`config.mk`:
```
export PLATFORM = sky130hd
export DESIGN_NAME = instr_encoder_flat
export DESIGN_NICKNAME = d
export VERILOG_FILES = /design/src/rtl/instr_encoder_if.sv /design/src/rtl/instr_encoder.sv /design/src/flat_wrapper.sv
export SDC_FILE = /design/constraint.sdc
export NUM_CORES = 1
export LEC_CHECK = 0
export CORE_MARGIN = 5
export CORE_UTILIZATION = 45
export CTS_BUF_LIST = sky130_fd_sc_hd__clkbuf_8
export DETAILED_ROUTE_END_ITERATION = 6
export HOLD_SLACK_MARGIN = 0.06
export PLACE_DENSITY = 0.77
export SLEW_MARGIN = 0
export SYNTH_ARGS = -nofsm -noshare
export SYNTH_HDL_FRONTEND = slang
export SYNTH_SLANG_ARGS = --single-unit
```
`constraint.sdc`:
```
create_clock -name clk -period 2.71 [get_ports clk]
set_input_delay 0.542 -clock clk [delete_from_list [all_inputs] [get_ports clk]]
set_output_delay 0.542 -clock clk [all_outputs]
set_load 0.01 [all_outputs]
```
`src/rtl/instr_encoder_if.sv`:
```
// Instruction encoder bus: run control, decoded field bundle in, machine word out.
// master = loader/harness side, slave = encoder side.
interface instr_encoder_if;
    logic        start;
    logic [31:0] start_addr;

    logic        in_valid;
    logic        in_ready;
    logic        in_last;
    logic [1:0]  cls;
    logic [3:0]  cond;
    logic [3:0]  alu_op;
    logic        s_bit;
    logic        imm_sel;
    logic [3:0]  rn;
    logic [3:0]  rd;
    logic [3:0]  rm;
    logic [4:0]  shamt;
    logic [1:0]  sh_type;
    logic [3:0]  rot;
    logic [7:0]  imm8;
    logic        mem_load;
    logic        mem_up;
    logic [11:0] imm12;
    logic [31:0] target;

    logic        out_valid;
    logic        out_ready;
    logic [31:0] out_instr;
    logic [31:0] out_addr;
    logic        out_done;
    logic        err_range;

    modport master (
        output start, start_addr,
        output in_valid, in_last, cls, cond, alu_op, s_bit, imm_sel,
        output rn, rd, rm, shamt, sh_type, rot, imm8, mem_load, mem_up, imm12, target,
        output out_ready,
        input  in_ready, out_valid, out_instr, out_addr, out_done, err_range
    );

    modport slave (
        input  start, start_addr,
        input  in_valid, in_last, cls, cond, alu_op, s_bit, imm_sel,
        input  rn, rd, rm, shamt, sh_type, rot, imm8, mem_load, mem_up, imm12, target,
        input  out_ready,
        output in_ready, out_valid, out_instr, out_addr, out_done, err_range
    );
endinterface

```
`src/rtl/instr_encoder.sv`:
```
// Streaming ARM-subset instruction encoder (DP, LDR/STR, B, BL).
// Turns decoded field bundles into 32-bit words tagged with their byte address,
// through a one-entry output register; throughput 1 word/cycle.
// Optional branch range/alignment check: define INSTR_ENC_RANGE_CHK_EN.
module instr_encoder #(
    parameter logic [31:0] RESET_ADDR = 32'h0000_0000,
    parameter int          MAX_WORDS  = 1024
) (
    input  logic             clk,
    input  logic             reset,   // active-low, asynchronous
    instr_encoder_if.slave   s_bus
);

    localparam int CNT_W = $clog2(MAX_WORDS + 1);

    typedef enum logic [1:0] {
        ST_IDLE,
        ST_RUN,
        ST_DRAIN,
        ST_DONE
    } state_t;

    state_t            r_state;
    state_t            w_state_nxt;
    logic [31:0]       r_addr;
    logic [CNT_W-1:0]  r_count;
    logic              r_out_valid;
    logic [31:0]       r_out_instr;
    logic [31:0]       r_out_addr;

    logic              w_in_ready;
    logic              w_acc;
    logic              w_start_ok;
    logic              w_cnt_last;
    logic              w_xfer;

    logic              w_dp_s;
    logic [11:0]       w_op2;
    logic [31:0]       w_off;
    logic              w_br_err;
    logic [23:0]       w_imm24;
    logic [31:0]       w_enc;
    logic              w_unused_bits;

    assign w_in_ready = (r_state == ST_RUN) & (~r_out_valid | s_bus.out_ready);
    assign w_acc      = s_bus.in_valid & w_in_ready;
    assign w_start_ok = s_bus.start & ((r_state == ST_IDLE) | (r_state == ST_DONE));
    assign w_cnt_last = (r_count == CNT_W'(MAX_WORDS - 1));
    assign w_xfer     = r_out_valid & s_bus.out_ready;

    // Compare-class ALU ops (TST/TEQ/CMP/CMN, 8..B) always set flags.
    assign w_dp_s = s_bus.s_bit | (s_bus.alu_op[3:2] == 2'b10);
    assign w_op2  = s_bus.imm_sel ? {s_bus.rot, s_bus.imm8}
                                  : {s_bus.shamt, s_bus.sh_type, 1'b0, s_bus.rm};

    // Branch offset is relative to the pipelined PC (word address + 8).
    assign w_off = s_bus.target - (r_addr + 32'd8);

`ifdef INSTR_ENC_RANGE_CHK_EN
    // Unaligned target or offset not representable as signed 26 bits.
    assign w_br_err = (s_bus.target[1:0] != 2'b00) |
                      ~((&w_off[31:25]) | ~(|w_off[31:25]));
`else
    assign w_br_err = 1'b0;
`endif

    assign w_imm24       = w_br_err ? 24'd0 : w_off[25:2];
    assign w_unused_bits = ^{w_off[31:26], w_off[1:0], s_bus.target[1:0]};

    // Field packing per instruction class.
    always_comb begin
        w_enc = 32'd0;
        case (s_bus.cls)
            2'b00:   w_enc = {s_bus.cond, 2'b00, s_bus.imm_sel, s_bus.alu_op, w_dp_s,
                              s_bus.rn, s_bus.rd, w_op2};
            2'b01:   w_enc = {s_bus.cond, 2'b01, 1'b0, 1'b1, s_bus.mem_up, 1'b0, 1'b0,
                              s_bus.mem_load, s_bus.rn, s_bus.rd, s_bus.imm12};
            default: w_enc = {s_bus.cond, 3'b101, s_bus.cls[0], w_imm24};
        endcase
    end

    // Run state register.
    always_ff @(posedge clk or negedge reset) begin
        if (!reset) r_state <= ST_IDLE;
        else        r_state <= w_state_nxt;
    end

    // Run sequencing: start, last/limit, output drain.
    always_comb begin
        w_state_nxt = r_state;
        case (r_state)
            ST_IDLE:  if (s_bus.start) w_state_nxt = ST_RUN;
            ST_RUN:   if (w_acc && (s_bus.in_last || w_cnt_last)) w_state_nxt = ST_DRAIN;
            ST_DRAIN: if (w_xfer) w_state_nxt = ST_DONE;
            ST_DONE:  if (s_bus.start) w_state_nxt = ST_RUN;
            default:  w_state_nxt = ST_IDLE;
        endcase
    end

    // Address counter and word count; start only reloads outside RUN/DRAIN.
    always_ff @(posedge clk or negedge reset) begin
        if (!reset) begin
            r_addr  <= RESET_ADDR;
            r_count <= '0;
        end else if (w_start_ok) begin
            r_addr  <= s_bus.start_addr;
            r_count <= '0;
        end else if (w_acc) begin
            r_addr  <= r_addr + 32'd4;
            r_count <= r_count + CNT_W'(1);
        end
    end

    // One-entry output register; holds while the sink stalls.
    always_ff @(posedge clk or negedge reset) begin
        if (!reset) begin
            r_out_valid <= 1'b0;
            r_out_instr <= 32'd0;
            r_out_addr  <= 32'd0;
        end else if (w_acc) begin
            r_out_valid <= 1'b1;
            r_out_instr <= w_enc;
            r_out_addr  <= r_addr;
        end else if (s_bus.out_ready) begin
            r_out_valid <= 1'b0;
        end
    end

`ifdef INSTR_ENC_RANGE_CHK_EN
    logic r_err;

    // Sticky branch error, cleared by an accepted start.
    always_ff @(posedge clk or negedge reset) begin
        if (!reset)                   r_err <= 1'b0;
        else if (w_start_ok)          r_err <= 1'b0;
        else if (w_acc && w_br_err && s_bus.cls[1]) r_err <= 1'b1;
    end

    assign s_bus.err_range = r_err;
`else
    assign s_bus.err_range = 1'b0;
`endif

    assign s_bus.in_ready  = w_in_ready;
    assign s_bus.out_valid = r_out_valid;
    assign s_bus.out_instr = r_out_instr;
    assign s_bus.out_addr  = r_out_addr;
    assign s_bus.out_done  = (r_state == ST_DRAIN) & w_xfer;

endmodule

```
`src/flat_wrapper.sv`:
```
// flat-port wrapper written by rule: the top's interface ports become plain ports
module instr_encoder_flat 
#(
    parameter logic [31:0] RESET_ADDR = 32'h0000_0000,
    parameter int          MAX_WORDS  = 1024
)
  (clk, reset, s_bus_start, s_bus_start_addr, s_bus_in_valid, s_bus_in_last, s_bus_cls, s_bus_cond, s_bus_alu_op, s_bus_s_bit, s_bus_imm_sel, s_bus_rn, s_bus_rd, s_bus_rm, s_bus_shamt, s_bus_sh_type, s_bus_rot, s_bus_imm8, s_bus_mem_load, s_bus_mem_up, s_bus_imm12, s_bus_target, s_bus_out_ready, s_bus_in_ready, s_bus_out_valid, s_bus_out_instr, s_bus_out_addr, s_bus_out_done, s_bus_err_range);
  instr_encoder_if s_bus_i ();
  input  logic clk;
  input  logic reset;
  input wire logic [$bits(s_bus_i.start)-1:0] s_bus_start;
  input wire logic [$bits(s_bus_i.start_addr)-1:0] s_bus_start_addr;
  input wire logic [$bits(s_bus_i.in_valid)-1:0] s_bus_in_valid;
  input wire logic [$bits(s_bus_i.in_last)-1:0] s_bus_in_last;
  input wire logic [$bits(s_bus_i.cls)-1:0] s_bus_cls;
  input wire logic [$bits(s_bus_i.cond)-1:0] s_bus_cond;
  input wire logic [$bits(s_bus_i.alu_op)-1:0] s_bus_alu_op;
  input wire logic [$bits(s_bus_i.s_bit)-1:0] s_bus_s_bit;
  input wire logic [$bits(s_bus_i.imm_sel)-1:0] s_bus_imm_sel;
  input wire logic [$bits(s_bus_i.rn)-1:0] s_bus_rn;
  input wire logic [$bits(s_bus_i.rd)-1:0] s_bus_rd;
  input wire logic [$bits(s_bus_i.rm)-1:0] s_bus_rm;
  input wire logic [$bits(s_bus_i.shamt)-1:0] s_bus_shamt;
  input wire logic [$bits(s_bus_i.sh_type)-1:0] s_bus_sh_type;
  input wire logic [$bits(s_bus_i.rot)-1:0] s_bus_rot;
  input wire logic [$bits(s_bus_i.imm8)-1:0] s_bus_imm8;
  input wire logic [$bits(s_bus_i.mem_load)-1:0] s_bus_mem_load;
  input wire logic [$bits(s_bus_i.mem_up)-1:0] s_bus_mem_up;
  input wire logic [$bits(s_bus_i.imm12)-1:0] s_bus_imm12;
  input wire logic [$bits(s_bus_i.target)-1:0] s_bus_target;
  input wire logic [$bits(s_bus_i.out_ready)-1:0] s_bus_out_ready;
  output wire logic [$bits(s_bus_i.in_ready)-1:0] s_bus_in_ready;
  output wire logic [$bits(s_bus_i.out_valid)-1:0] s_bus_out_valid;
  output wire logic [$bits(s_bus_i.out_instr)-1:0] s_bus_out_instr;
  output wire logic [$bits(s_bus_i.out_addr)-1:0] s_bus_out_addr;
  output wire logic [$bits(s_bus_i.out_done)-1:0] s_bus_out_done;
  output wire logic [$bits(s_bus_i.err_range)-1:0] s_bus_err_range;
  assign s_bus_i.start = s_bus_start;
  assign s_bus_i.start_addr = s_bus_start_addr;
  assign s_bus_i.in_valid = s_bus_in_valid;
  assign s_bus_i.in_last = s_bus_in_last;
  assign s_bus_i.cls = s_bus_cls;
  assign s_bus_i.cond = s_bus_cond;
  assign s_bus_i.alu_op = s_bus_alu_op;
  assign s_bus_i.s_bit = s_bus_s_bit;
  assign s_bus_i.imm_sel = s_bus_imm_sel;
  assign s_bus_i.rn = s_bus_rn;
  assign s_bus_i.rd = s_bus_rd;
  assign s_bus_i.rm = s_bus_rm;
  assign s_bus_i.shamt = s_bus_shamt;
  assign s_bus_i.sh_type = s_bus_sh_type;
  assign s_bus_i.rot = s_bus_rot;
  assign s_bus_i.imm8 = s_bus_imm8;
  assign s_bus_i.mem_load = s_bus_mem_load;
  assign s_bus_i.mem_up = s_bus_mem_up;
  assign s_bus_i.imm12 = s_bus_imm12;
  assign s_bus_i.target = s_bus_target;
  assign s_bus_i.out_ready = s_bus_out_ready;
  assign s_bus_in_ready = s_bus_i.in_ready;
  assign s_bus_out_valid = s_bus_i.out_valid;
  assign s_bus_out_instr = s_bus_i.out_instr;
  assign s_bus_out_addr = s_bus_i.out_addr;
  assign s_bus_out_done = s_bus_i.out_done;
  assign s_bus_err_range = s_bus_i.err_range;
  instr_encoder #(.RESET_ADDR(RESET_ADDR), .MAX_WORDS(MAX_WORDS)) u_core (.clk(clk), .reset(reset), .s_bus(s_bus_i));
endmodule
```
* Word-level counts from Yosys, hierarchy flattened
Index checks and enable logic that the tools add are counted.
** Word-level totals
- Flip-flop bits (word level) :: 110
- Input port bits :: 127
- Output and inout port bits :: 68
** Operators by class
- Add/sub/neg operators :: 4
- Eq/ne operators :: 9
- Muxes and demuxes :: 12
- Bitwise operators :: 9
- Reduce and logical (&&, ||, !) cells :: 8
** Operators by type and width (number)
- $mux W32 :: 2
- $pmux W28 S2 :: 1
- $add A32 B3 Y32 const B :: 1
- $add A26 B4 Y26 const B :: 1
- $sub A26 B26 Y26 :: 1
- $mux W11 :: 2
- $mux W12 :: 1
- $add A11 B1 Y11 const B :: 1
- $eq A11 B10 Y1 const B :: 1
- $eq A2 B2 Y1 const B :: 3
- $mux W2 :: 3
- $pmux W2 S3 :: 1
- $and A1 B1 Y1 :: 5
- $eq A2 B1 Y1 const B :: 2
- $logic_not A2 Y1 :: 2
- $ne A2 B1 Y1 const B :: 2
- $reduce_bool A2 Y1 :: 2
- $or A1 B1 Y1 :: 3
- $reduce_and A3 Y1 :: 1
- $mux W1 :: 2
- $ne A2 B2 Y1 const B :: 1
- $reduce_or A2 Y1 :: 1
- $logic_and A1 B1 Y1 :: 1
- $logic_or A1 B1 Y1 :: 1
- $not A1 Y1 :: 1

* Longest topological paths before layout
- Depth in word-level cells :: 7
- Mapped depth :: 12
- Gate-level depth less buffers :: 11

* Worst setup path after synthesis
OpenSTA, ideal clock, no wires.
- Path kind :: input -> register
- From :: input port s_bus_target[3]
- To :: register u_core.r_out_instr[14] (netlist: u_core.s_bus.out_instr[14])
- Setup time :: 0.123 ns
- Arrival :: 2.588 ns
- Slack :: -0.001 ns
- Stages on the path :: 11
- Path buffers :: 0
- Cell sequence :: inv_1 -> ha_1 -> inv_1 -> ha_1 -> a21o_1 -> a41oi_2 -> a211oi_2 -> or3_4 -> a31oi_4 -> xnor2_1 -> o221a_1
** Between the ends
- Longest elaborated chain between the ends :: 2
** RTL lines
- from (decl) :: RTL line flat_wrapper.sv:30 : input wire logic [$bits(s_bus_i.target)-1:0] s_bus_target;
- $sub A26 B26 Y26 :: RTL line instr_encoder.sv:57 : assign w_off = s_bus.target - (r_addr + 32'd8);
- $pmux W28 S2 :: RTL line instr_encoder.sv:73 : case (s_bus.cls)
- to (signal assigned) :: RTL line instr_encoder.sv:122 : r_out_instr <= w_enc;
- to (decl) :: RTL line instr_encoder.sv:28 : logic [31:0] r_out_instr;
Every way passes these cells.
A chain may end at the register's enable or synchronous reset.

* Final worst setup path
- From :: input port s_bus_target[7]
- To :: register u_core.r_out_instr[15] (netlist: u_core.s_bus.out_instr[15])
The elaborated chain is that of the path after synthesis.

==> flow_summary.yaml <==
status:
  status: "completed"
synthesis:
  ys.flop_type: "dfrtp_1"
  synth-xor-area-share: 0.0697
  yosys_warnings: 0
  synth_edf_count: 0
  async_reset_ff_frac: 1.00
  synth_compound_area_frac: 0.156
  synth_cell_types: 51
  synth-simple-area-share: 0.202
  synth_top_family_by_area: "simple AND/OR/NAND/NOR gates"
  synth_mux_area_frac: 0.0199
  ys_ff_latch: 110
  synth_fa_ha_area_frac: 0.0952
  syn_nets: 1044
  synthCells: 864
  synth_area_um2: 7040
  seq_area_frac_synth: 0.391
  synth_area_per_cell_um2: 8.15
worst_setup_path:
  arrival_ns: 2.97
  cp.required_ns: 2.99
  critical_path.max_fanout: 3
  critPathCaptureType: "register"
  r2r_slack_ns: 0.10
  criticalPathCategory: "primary input to register"
  startpoint_type: "primary input"
routing:
  drt-vias-per-instance: 5.09
  ant_nets: 0
  drt-total-wl_um: 21400
  wl_per_cell_um: 16.1
  dr.pass1.iters: 5
  vias: 6772
  drc_errors: 0
  drtIter0Drc: 358
placed_design:
  placed_area_um2: 9750
  gp_congestion: 0.908
  port_buffers: 187
  place_ws_ns: -0.638
  dpl.hpwl_um: 16300
clock_tree:
  path_clk_slew_ns: 0.12
  cts_tree: "done"
  cts-root-buf: "clkbuf_8"
  cts_max_path_buffers: 2
  cts_max_level: 3
  clk_latency_ns: 0.40
  cts_hold_buf: 0
  clock_sinks: 110
  cts-buffers-inserted: 9
cells_and_area:
  n_fill_cell: 1263
  synthToLayoutAreaGrowth_pct: 45.0
  final_common_cell: "nand2_1"
  design_area_um2: 10200
  postLayoutCoreUtil: 0.669
  final_cell_mix: "185 x nand2_1, 178 x clkdlybuf4s50_1, 110 x dfrtp_1"
  drive_above_1_share: 0.142
  finalNetCount: 1294
power_and_ir_drop:
  ir_worst_vdd_v: 0.000580
  p_leak_uw: 0.00470
  p_per_area_nw_per_um2: 1120
timing:
  max-slew-margin-rel: 0.613
  period_minus_slack_ns: 2.69
  finalSetupViolations: 0
  period_share: 0.992
  slew_viol_final: 0
  max_freq_mhz: 372
  hold_violations: 0
  tns_ns: 0
  fin_ws_ns: 0.0229
  skew_ns: 0.0195
  worst_pin_slew_ns: 0.576
  fin_hold_ws_ns: 0.0878
global_routing:
  grt_max_degree: 64
  grt_first_pass_wirelength_um: 33900
  use_met2: 0.374
  busiest_layer: "met2"
  grt_remaining_overflow: 0
  use_met1: 0.319
  grt.total_usage: 0.230
  first_global_vias: 6740
  grtUsageMet3: 0.0380
  antenna_found_initial: 0
floorplanning:
  initial_core_util: 0.462
  dieArea_um2: 18300
  num_rows: 45
  core_um2: 15300
  io_pins: 195
  die_w_um: 135
  die_h_um: 135
worst_hold_path:
  hold_path.class: "primary input to asynchronous set/reset pin"
run:
  cap_violations: 0
-- report_power, final --
group	switching (uW)	internal (uW)	leakage [uW]
Combinational	3710	3830	0.00322
Sequential	566	2330	0.00139
Clock	625	349	0.0000957
-- layout make-up --
| type | instances | area (um^2) | share of cell area |
|---|---|---|---|
| clock buffers | 9 | 124 | 0.0121 |
| repair buffers | 277 | 2600 | 0.255 |
| clock inverters | 7 | 61.3 | 0.00600 |
| diodes | 1 | 2.50 | 0.000245 |
| flip-flops and latches | 110 | 2750 | 0.270 |
| multi-input cells | 633 | 4090 | 0.401 |
| well taps | 211 | 264 | 0.0259 |
| inverters | 83 | 312 | 0.0305 |
-- timing repair --
item | CTS | global route
endpoints found under the hold margin | 0 | 0
buffers inserted | 2 | 1
setup endpoints to repair | 14 | 14
resized for setup | 28 | 28
pin swaps | 22 | 21
-- metrics by stage --
| step | total power, uW | cells |
|---|---|---|
| global route | 12400 | 1330 |
| global placement | 9780 | 1311 |
| CTS | 11200 | 1329 |
| finish | 11400 | 1331 |
| floorplan | 6650 | 864 |
| detailed placement | 9940 | 1311 |
-- Yosys cell counts (all sizes together) (7+ instances only) --
cell type,instances,share of area
a21o,8,0.0085
a21oi,67,0.048
a31oi,8,0.0092
and3,14,0.012
and4,8,0.010
buf,11,0.0075
clkbuf,27,0.014
dfrtp,110,0.39
ha,52,0.092
inv,83,0.044
mux2i,14,0.020
nand2,185,0.099
nand3,23,0.016
nand4,10,0.0089
nor2,50,0.027
nor3,11,0.0078
o21ai,76,0.054
or3,7,0.0069
xnor2,23,0.029
xor2,33,0.041
-- layer usage --
layer | part of all wire | up-vias
met3 | 0.063 | 22
met1 | 0.45 | 3158
met4 | 0.016 | 0
li1 | - | 3386
met5 | 0 | -
met2 | 0.47 | 206
-- sequential cells by signal, indices dropped and copies added, names as in the netlist --
signal,flops
u_core.s_bus.out_addr,32
u_core.s_bus.out_instr,32
u_core.s_bus.out_valid,1
u_core.r_state,2
u_core.r_addr,32
u_core.r_count,11
-- worst max-delay path, cell delays in order --
cell             delay, ns
clkdlybuf4s50_1       0.46
inv_1                 0.05
ha_1                  0.26
inv_1                 0.06
ha_4                  0.27
nand2_1               0.06
a21bo_2               0.22
a311o_1               0.37
a31oi_2               0.25
buf_4                 0.15
nor4b_1               0.04
a21oi_1               0.15
a21oi_1               0.08
-- cells by family (layout without fill, tap and decap cells) --
family / count (synthesis) / after routing
simple gates: 322 / 322
fa+ha+maj: 53 / 53
other cells: 1 / 2
compound gates: 187 / 187
xor+xnor: 56 / 56
mux: 14 / 14
flops: 110 / 110
buf+inv: 121 / 376
-- worst paths after layout --
| path | from | endpoint | cells after the start |
|---|---|---|---|
| worst max-delay path | s_bus_target[7] | u_core.s_bus.out_instr[15]$_DFFE_PN0P_ | 13 |
| worst min-delay path | reset | u_core.s_bus.out_instr[29]$_DFFE_PN0P_ | 1 |
| worst max register to register | u_core.r_addr[4]$_DFFE_PN0P_ | u_core.s_bus.out_instr[14]$_DFFE_PN0P_ | 10 |
| worst min register to register | u_core.s_bus.out_instr[28]$_DFFE_PN0P_ | u_core.s_bus.out_instr[28]$_DFFE_PN0P_ | 2 |
| max in group asynchronous | reset | u_core.s_bus.out_addr[21]$_DFFE_PN0P_ | 2 |
| min in group clk | u_core.s_bus.out_instr[28]$_DFFE_PN0P_ | u_core.s_bus.out_instr[28]$_DFFE_PN0P_ | 2 |
Power figures use the tool's default switching activity.
